`src/rtl/hcsr04_emulador.sv`:
```
// HC-SR04 responder: accepts a trigger pulse, waits the burst delay, then drives an echo whose width encodes i_distancia.
// Optional macro EMULADOR_RUIDO_EN adds 0..255 LFSR cycles of jitter to valid echo pulses.
`timescale 1ns/1ps
module hcsr04_emulador #(
  parameter int CYCLES_PER_CM  = 2941,
  parameter int TRIG_MIN       = 500,
  parameter int DELAY_CYCLES   = 25000,
  parameter int TIMEOUT_CYCLES = 1900000,
  parameter int MAX_CM         = 400,
  parameter int RECOVER_CYCLES = 500000
) (
  input  logic       i_clock,
  input  logic       i_reset_n,
  input  logic       i_trigger,
  input  logic [8:0] i_distancia,
  output logic       o_echo,
  output logic       o_ocupado,
  output logic       o_fora_alcance
);

  localparam int TW = $clog2(TRIG_MIN + 1);
  localparam logic [TW-1:0] L_TRIG_MIN    = TW'(TRIG_MIN);
  localparam logic [20:0]   L_DELAY_END   = 21'(DELAY_CYCLES - 1);
  localparam logic [20:0]   L_TIMEOUT_END = 21'(TIMEOUT_CYCLES - 1);
  localparam logic [20:0]   L_RECOVER_END = 21'(RECOVER_CYCLES - 1);
  localparam logic [11:0]   L_SUB_END     = 12'(CYCLES_PER_CM - 1);
  localparam logic [8:0]    L_MAX_CM      = 9'(MAX_CM);

  typedef enum logic [2:0] {S_IDLE, S_TRIG, S_BURST, S_ECHO, S_RECOVER} state_t;

  state_t          r_state;
  logic [TW-1:0]   r_trig_cnt;
  logic [8:0]      r_dist;
  logic            r_oor;
  logic [20:0]     r_cnt;
  logic [8:0]      r_cm;
  logic [11:0]     r_sub;
  logic            r_echo;
  logic            r_ocupado;
  logic            r_fora;

  logic            w_dist_oor;
  logic            w_cm_done;
  logic            w_timeout_done;

  assign w_dist_oor     = (i_distancia == 9'd0) || (i_distancia > L_MAX_CM);
  assign w_cm_done      = (r_sub == L_SUB_END) && (r_cm == r_dist - 9'd1);
  assign w_timeout_done = (r_cnt == L_TIMEOUT_END);

  assign o_echo         = r_echo;
  assign o_ocupado      = r_ocupado;
  assign o_fora_alcance = r_fora;

`ifdef EMULADOR_RUIDO_EN
  logic [7:0] r_lfsr;
  logic [7:0] r_noise;
  logic       r_tail;

  // x^8+x^6+x^5+x^4+1, free running from reset
  always_ff @(posedge i_clock or negedge i_reset_n) begin
    if (!i_reset_n) r_lfsr <= 8'hA5;
    else            r_lfsr <= {r_lfsr[6:0], r_lfsr[7] ^ r_lfsr[5] ^ r_lfsr[4] ^ r_lfsr[3]};
  end
`endif

  always_ff @(posedge i_clock or negedge i_reset_n) begin
    if (!i_reset_n) begin
      r_state    <= S_IDLE;
      r_trig_cnt <= '0;
      r_dist     <= '0;
      r_oor      <= 1'b0;
      r_cnt      <= '0;
      r_cm       <= '0;
      r_sub      <= '0;
      r_echo     <= 1'b0;
      r_ocupado  <= 1'b0;
      r_fora     <= 1'b0;
`ifdef EMULADOR_RUIDO_EN
      r_noise    <= '0;
      r_tail     <= 1'b0;
`endif
    end else begin
      case (r_state)
        S_IDLE: begin
          if (i_trigger) begin
            r_trig_cnt <= TW'(1);
            r_state    <= S_TRIG;
          end
        end
        S_TRIG: begin
          if (i_trigger) begin
            if (r_trig_cnt < L_TRIG_MIN) r_trig_cnt <= r_trig_cnt + TW'(1);
          end else if (r_trig_cnt >= L_TRIG_MIN) begin
            r_dist    <= i_distancia;
            r_oor     <= w_dist_oor;
            r_cnt     <= '0;
            r_ocupado <= 1'b1;
            r_state   <= S_BURST;
`ifdef EMULADOR_RUIDO_EN
            r_noise   <= r_lfsr;
`endif
          end else begin
            r_state <= S_IDLE;
          end
        end
        S_BURST: begin
          if (r_cnt == L_DELAY_END) begin
            r_cnt   <= '0;
            r_sub   <= '0;
            r_cm    <= '0;
            r_echo  <= 1'b1;
            r_fora  <= r_oor;
            r_state <= S_ECHO;
`ifdef EMULADOR_RUIDO_EN
            r_tail  <= 1'b0;
`endif
          end else begin
            r_cnt <= r_cnt + 21'd1;
          end
        end
        S_ECHO: begin
          if (r_oor) begin
            if (w_timeout_done) begin
              r_echo  <= 1'b0;
              r_cnt   <= '0;
              r_state <= S_RECOVER;
            end else begin
              r_cnt <= r_cnt + 21'd1;
            end
          end
`ifdef EMULADOR_RUIDO_EN
          // jitter tail counts down the latched LFSR value after the cm loop
          else if (r_tail) begin
            if (r_cnt == 21'd0) begin
              r_echo  <= 1'b0;
              r_state <= S_RECOVER;
            end else begin
              r_cnt <= r_cnt - 21'd1;
            end
          end
`endif
          else if (w_cm_done) begin
`ifdef EMULADOR_RUIDO_EN
            if (r_noise == 8'd0) begin
              r_echo  <= 1'b0;
              r_cnt   <= '0;
              r_state <= S_RECOVER;
            end else begin
              r_tail <= 1'b1;
              r_cnt  <= {13'd0, r_noise} - 21'd1;
            end
`else
            r_echo  <= 1'b0;
            r_cnt   <= '0;
            r_state <= S_RECOVER;
`endif
          end else if (r_sub == L_SUB_END) begin
            r_sub <= '0;
            r_cm  <= r_cm + 9'd1;
          end else begin
            r_sub <= r_sub + 12'd1;
          end
        end
        S_RECOVER: begin
          if (r_cnt == L_RECOVER_END) begin
            r_cnt     <= '0;
            r_ocupado <= 1'b0;
            r_state   <= S_IDLE;
          end else begin
            r_cnt <= r_cnt + 21'd1;
          end
        end
        default: r_state <= S_IDLE;
      endcase
    end
  end

endmodule

```
`config.mk`:
```
export PLATFORM = sky130hd
export DESIGN_NAME = hcsr04_emulador
export DESIGN_NICKNAME = d
export VERILOG_FILES = /design/src/rtl/hcsr04_emulador.sv
export SDC_FILE = /design/constraint.sdc
export NUM_CORES = 1
export LEC_CHECK = 0
export BUFFER_PORTS_ARGS = -buffer_cell sky130_fd_sc_hd__buf_2
export CAP_MARGIN = 5
export CORE_UTILIZATION = 65
export CTS_CLUSTER_SIZE = 28
export DETAILED_ROUTE_END_ITERATION = 16
export GPL_TIMING_DRIVEN = 0
export PLACE_DENSITY = 0.83
export SLEW_MARGIN = 15
export SYNTH_ARGS = -nofsm -noshare
export SYNTH_HDL_FRONTEND = slang
export SYNTH_SLANG_ARGS = --single-unit
```
`constraint.sdc`:
```
create_clock -name i_clock -period 5.4 [get_ports i_clock]
set_input_delay 1.08 -clock i_clock [delete_from_list [all_inputs] [get_ports i_clock]]
set_output_delay 1.08 -clock i_clock [all_outputs]
set_load 0.02 [all_outputs]
```
; Word level (Yosys, flattened, before mapping)
; Cells that the tools add are included.
[totals]
regBits = 67
latchBits = 0
ram_bits = 0
mem_bits_ro = 0
inputBits = 12
output_inout_bits = 3
mem_count = 0
[op_classes]
n_addsub = 5
multipliers = 0
n_div = 0
magnitude_cmp = 3
eq_ne = 21
shift = 0
n_mux = 40
n_bitwise = 1
n_reduce_logical = 17
[op_table]
columns = cell, n
row1 = 2-to-1 mux 21 bit, 7
row2 = one-hot mux 21 bit (4 select lines), 1
row3 = 2-to-1 mux 9 bit, 7
row4 = 2-to-1 mux 12 bit, 4
row5 = one-hot mux 9 bit (2 select lines), 2
row6 = one-hot mux 12 bit (2 select lines), 1
row7 = "adder 21 x 1 -> 21 bit, second input constant", 1
row8 = "equality test 21 x 15 -> 1 bit, second input constant", 1
row9 = "equality test 21 x 19 -> 1 bit, second input constant", 1
row10 = "equality test 21 bit, second input constant", 1
row11 = 2-to-1 mux 3 bit, 7
row12 = "!= test 2 bit, second input constant", 10
row13 = AND reduction 4 bit, 5
row14 = "adder 9 x 1 -> 9 bit, second input constant", 2
row15 = one-hot mux 3 bit (5 select lines), 1
row16 = "adder 12 x 1 -> 12 bit, second input constant", 1
row17 = "equality test 12 bit, second input constant", 1
row18 = equality test 9 bit, 1
row19 = "greater-or-equal comparator 9 bit, second input constant", 1
row20 = "greater-than comparator 9 bit, second input constant", 1
row21 = logical NOT 9 bit, 1
row22 = "< comparator 9 bit, second input constant", 1
row23 = "subtractor 9 x 1 -> 9 bit, second input constant", 1
row24 = 2-to-1 mux 1 bit, 7
row25 = 16 further kinds, 21

; Longest topological paths before layout
[logic_depth]
word_depth = 6
mapped_depth = 11

; Least setup slack after synthesis
; OpenSTA, ideal clock, no wires.
[synth_timing]
kind = reg2reg
startpoint = register r_sub[0]
endpoint = register r_cnt[12]
arrival_ns = 2.305
path_slack_ns = 2.969
path_stages_with_launch = 10
path_buffers = 0
cell_sequence = dfrtp_1 inv_1 ha_1 nand4bb_1 or4_4 nor4_1 and4_1 a211oi_2 or2_4 a221o_1
[synth_via]
elab_chain_cells = 4
[synth_rtl]
columns = element, line_no
row1 = from (decl), 37  ; logic [11:0] r_sub;
row2 = from (signal assigned), 161  ; r_sub <= r_sub + 12'd1;
row3 = equality test 12 bit, 47  ; assign w_cm_done = (r_sub == L_SUB_END) && (r_cm == r_dist - 9'd1);
row4 = logical AND 1 bit, 47
row5 = != test 3 bit (no source line), n/a
row6 = AND reduction 4 bit (no source line), n/a
row7 = to (signal assigned), 118  ; r_cnt <= r_cnt + 21'd1;
row8 = to (signal assigned), 128  ; r_cnt <= r_cnt + 21'd1;
row9 = to (signal assigned), 170  ; r_cnt <= r_cnt + 21'd1;
row10 = to (decl), 35  ; logic [20:0] r_cnt;
; Every way passes these cells.
; A chain may end at the register's enable or synchronous reset.

; Worst setup path after layout
[layout_timing]
startpoint = register r_dist[0]
endpoint = register r_sub[2]
[layout_via]
elab_chain_cells = 5
[layout_rtl]
columns = element, line_no
row1 = from (decl), 33  ; logic [8:0] r_dist;
row2 = from (signal assigned), 94  ; r_dist <= i_distancia;
row3 = subtractor 9 x 1 -> 9 bit, 47
row4 = equality test 9 bit, 47
row5 = logical AND 1 bit, 47
row6 = != test 2 bit (no source line), n/a
row7 = AND reduction 4 bit (no source line), n/a
; Every way passes these cells.

==> key figures <==
Yosys
  • Dominant combinational cell family by area after synthesis: simple AND/OR/NAND/NOR gates
  • Multiplexer share of the synthesized area: under 10%
  • Fraction of synthesized cell area taken by the top area cell type: a little over two fifths
  • Main synth FF type: dfrtp_1
  • Synth Area in XOR/XNOR: under 10%
  • Synthesized Nets: approximately 460
  • Cell accounting for the most synthesized area: dfrtp_1
  • Synth cell types: 67
  • Register area share after synthesis: about two fifths
  • Post-Synthesis Cell Area: 3996 sq um
  • Proportion of synthesized flip-flops having asynchronous set or reset: 100.0%
  • Flip-flop and latch count after synthesis: 67
  • Adder-Cell Fraction of Synth Area: ~2.2%
  • Total number of yosys warnings: 0
  • Share of synthesized cell area in and, or, nand and nor gates: 25.95%
  • Most instantiated library cell after synthesis: dfrtp_1
  • Post-synthesis instance total: 439
  • Post-Syn Area per Cell: 9.103 sq um
  • Fraction of the mapped netlist area in compound gates: 17.78%
  • Count of flip-flops with a built-in enable after synthesis: 0
  • Commonest cells post-synth: 67 x dfrtp_1, 49 x nor2_1, 47 x nand2_1, 22 x nand3_1, 21 x o21ai_0
  • Area contributors post-synth: dfrtp_1 42%, nor2_1 4.6%, nand2_1 4.4%

Critical path
  • Critical path, cell by cell: inv_1, ha_1, nor3b_1, o21ai_0, a32o_1, a211oi_2, buf_6, buf_6, o22ai_1, a22o_1
  • Biggest fanout along the worst timing path: 10
  • Start point of the critical path: r_dist[0]
  • Launching point of the worst reg2reg path: r_dist[0]
  • Required time at the worst-slack endpoint: 5.62 ns
  • Worst Path Arrival: 3.17 ns
  • Most used cell, CP: buf_6
  • Family with the most delay on the worst path: compound AO/OA/AOI/OAI gates
  • Cell with the biggest individual delay on the critical path: dfrtp_1
  • Startpoint type of the worst setup path: flop
  • Kind of end point of the critical path: flop
  • Buffer and inverter count on the worst path: 3
  • Slowest Stage Delay on Critical Path: around 0.47 ns
  • Crit path kind: reg2reg

Power
  • Internal power of the cells: a little under 0.7 mW
  • Switching part of the total: 22.28%
  • Standby leakage power: 1.925 nW
  • PwrDens: roughly 210 nW/um^2
  • Sw power: 0.1988 mW
  • Peak ir drop on the vdd network: 0.1743 mV
  • Sum of internal, switching and leakage power: 0.8923 mW
  • Proportion of power drawn by the clock network: a little over two fifths
  • Comb pwr share: roughly 2.1%
  • Seq pwr share: between 50% and 60%

Clock tree
  • Quantity of hold-fixing buffers added after cts: 0
  • Clock transition at the registers of the reported paths: 0.07 ns
  • Root buffer selected by CTS: clkbuf_8
  • Clk buf depth: 2
  • Number of CTS-inserted buffers: 9
  • Post-CTS setup buffer count: 0
  • H-tree lvl count: 3
  • Clock latency on the worst-skew pair: roughly 0.34 ns
  • CTS tree: done
  • Resized Gates After CTS: 0
  • Clock Sinks: 67

GRT
  • Global-route met2 utilization: 51.78%
  • All-Layer GR Usage: 31.06%
  • Antenna violations before repair: 0
  • Global routing met1 resource utilization: 40.18%
  • Met3 demand-to-capacity share in global routing: 4.432%
  • Wire length of the first global-routing pass: 15.35 mm
  • Grt ovf: 0
  • Number of global-route vias before repair: ~3300
  • Global routing's busiest layer: met2
  • Pin count of the biggest net entering global routing: 41

Place
  • Placed cell count: 529
  • Post-Place Cell Area: approximately 4200 sq um
  • Final GP Congestion: 0.8568
  • Input/output buffers: 14
  • Post-detailed-placement half-perimeter wirelength: 6.525 mm

Route
  • Vias per Instance: 6.425
  • DRT antenna net count: 0
  • First drt pass iteration count: 5
  • Number of vias after detailed routing: 3489
  • DR WL/cell: 16.91 microns
  • Total wire length: about 9 mm
  • Iteration-0 DRC count of the detailed router: 288
  • Number of remaining DRC errors: 0

Finish
  • # fillers: around 450
  • Area grow syn2layout: 8.860%
  • Area used by multi-input combinational logic: between 2000 and 2500 sq um
  • Inserted Diodes: 0
  • Share of final-layout standard cells stronger than drive strength 1: 14.10%
  • Nets: between 400 and 500
  • Area of all sequential standard cells: 1677 sq um
  • Final std cells w/o fill: between 500 and 600
  • Final cell area excluding filler cells: 4350 sq um

Min path
  • Hold wc startpoint: o_fora_alcance
  • Type of the worst min-delay path: reg2reg

Floorplanning
  • Die Y-Extent: 80.41 microns
  • I/O pin cnt: 15
  • Core area: 5921 sq um
  • Die Outline Area: ~6500 sq um
  • Total number of placement rows: 28
  • Die Span X: 80.41 microns
  • Effective utilization at floorplan: 67.50%

STA
  • Unrepaired setup endpoints after global routing: no
  • Setup total negative slack: 0 ns
  • Actual slew at the worst max-slew pin: 0.9227 ns
  • Pins over their slew limit: 0
  • Share of the clock period used by the worst path after layout: roughly 55%
  • Setup violations, final: 0
  • Setup skew after layout: 0.008410 ns
  • Fin Hold WS: 0.4855 ns
  • Headroom to the max-slew limit: 37.97%
  • Hold Violations, Final: 0
  • Fmax achieved: 338.6 MHz
  • Clock period minus final worst setup slack: 2.954 ns

Outcome
  • Status: finished clean

Flow run
  • Maximum Capacitance Violations: 0
## final timing paths
check	to	slack [ns]	cells past startpoint
max in group asynchronous	r_trig_cnt[3]	4.21	2
min in group asynchronous	r_dist[7]	0.66	1
hold reg to reg	o_fora_alcance	0.49	2
hold / removal	o_fora_alcance	0.49	2
setup / recovery	r_sub[2]	2.45	10
setup reg to reg	r_sub[2]	2.45	10
## sequential cells by signal, summed over array words and instances (netlist names)
name,flops
r_cnt,21
r_sub,12
r_cm,9
r_dist,9
r_trig_cnt,9
r_state,3
o_echo,1
o_fora_alcance,1
o_ocupado,1
r_oor,1
## worst reg2reg max path: stages (launching register included)
cell and delay, ns:
dfrtp_1 0.47, inv_1 0.09, ha_1 0.27, nor3b_1 0.42, o21ai_0 0.18, a32o_1 0.36, a211oi_2 0.36, buf_6 0.22
buf_6 0.16, o22ai_1 0.10, a22o_1 0.20
## cell usage in the layout (no fill, tap or decap), types with 3 or more instances in the layout
cell type / n
o21ai_0: 21
xnor2_1: 15
nor2b_1: 3
a31oi_1: 13
nand4_1: 4
mux2_2: 11
o22ai_1: 5
clkbuf_8: 11
dfrtp_1: 67
nand3_1: 22
nor3_1: 9
and3_1: 11
and4_1: 4
o211ai_1: 4
ha_1: 7
nor4_1: 6
buf_2: 16
mux2i_1: 5
or3_1: 6
buf_6: 3
nand2_1: 47
a22o_1: 12
nor2_1: 49
nand2b_1: 3
inv_1: 11
or2_2: 3
o21a_1: 4
o31ai_1: 5
clkbuf_1: 11
a21oi_1: 20
xor2_1: 5
## routing by layer
metal,wire (microns),vias up
li1,-,1667
met1,4116,1695
met2,4494,101
met3,352,26
met4,218,0
met5,0,-
## stage by stage
stage / utilization [%] / setup slack, ns
6_report: 73.48 / 2.446
5_1_grt: 73.48 / 2.309
4_1_cts: 73.48 / 2.446
3_5_place_dp: 70.65 / 2.510
3_3_place_gp: 70.27 / 2.614
2_1_floorplan: - / 2.969
## layout make-up
| class | instances | area share, % |
|---|---|---|
| clock inverters | 2 | 0.2876 |
| plain buffers | 17 | 2.157 |
| repair buffers | 15 | 2.128 |
| flip-flops and latches | 67 | 38.54 |
| clock buffers | 12 | 3.566 |
| well taps | 75 | 2.157 |
| inverters | 11 | 0.9491 |
| multi-input cells | 344 | 50.22 |
## power by group through the flow
stage	logic (mW)	registers [mW]	clock network (mW)
CTS	0.0199	0.502	0.373
floorplan	0.00189	0.511	0
detailed placement	0.0200	0.511	0
global placement	0.0173	0.511	0
global route	0.0224	0.501	0.394
finish	0.0191	0.502	0.372
## kinds of logic (layout without fill, tap and decap cells)
family	after synthesis	count (layout)
DFF	67	67
xor gates and xnor gates	20	20
AOI/OAI and AO/OA	104	104
and+or+nand+nor	197	197
adders and majority gates	7	7
muxes	16	16
buffers and inverters	28	57
No activity file was read; power rests on OpenSTA's default activity.
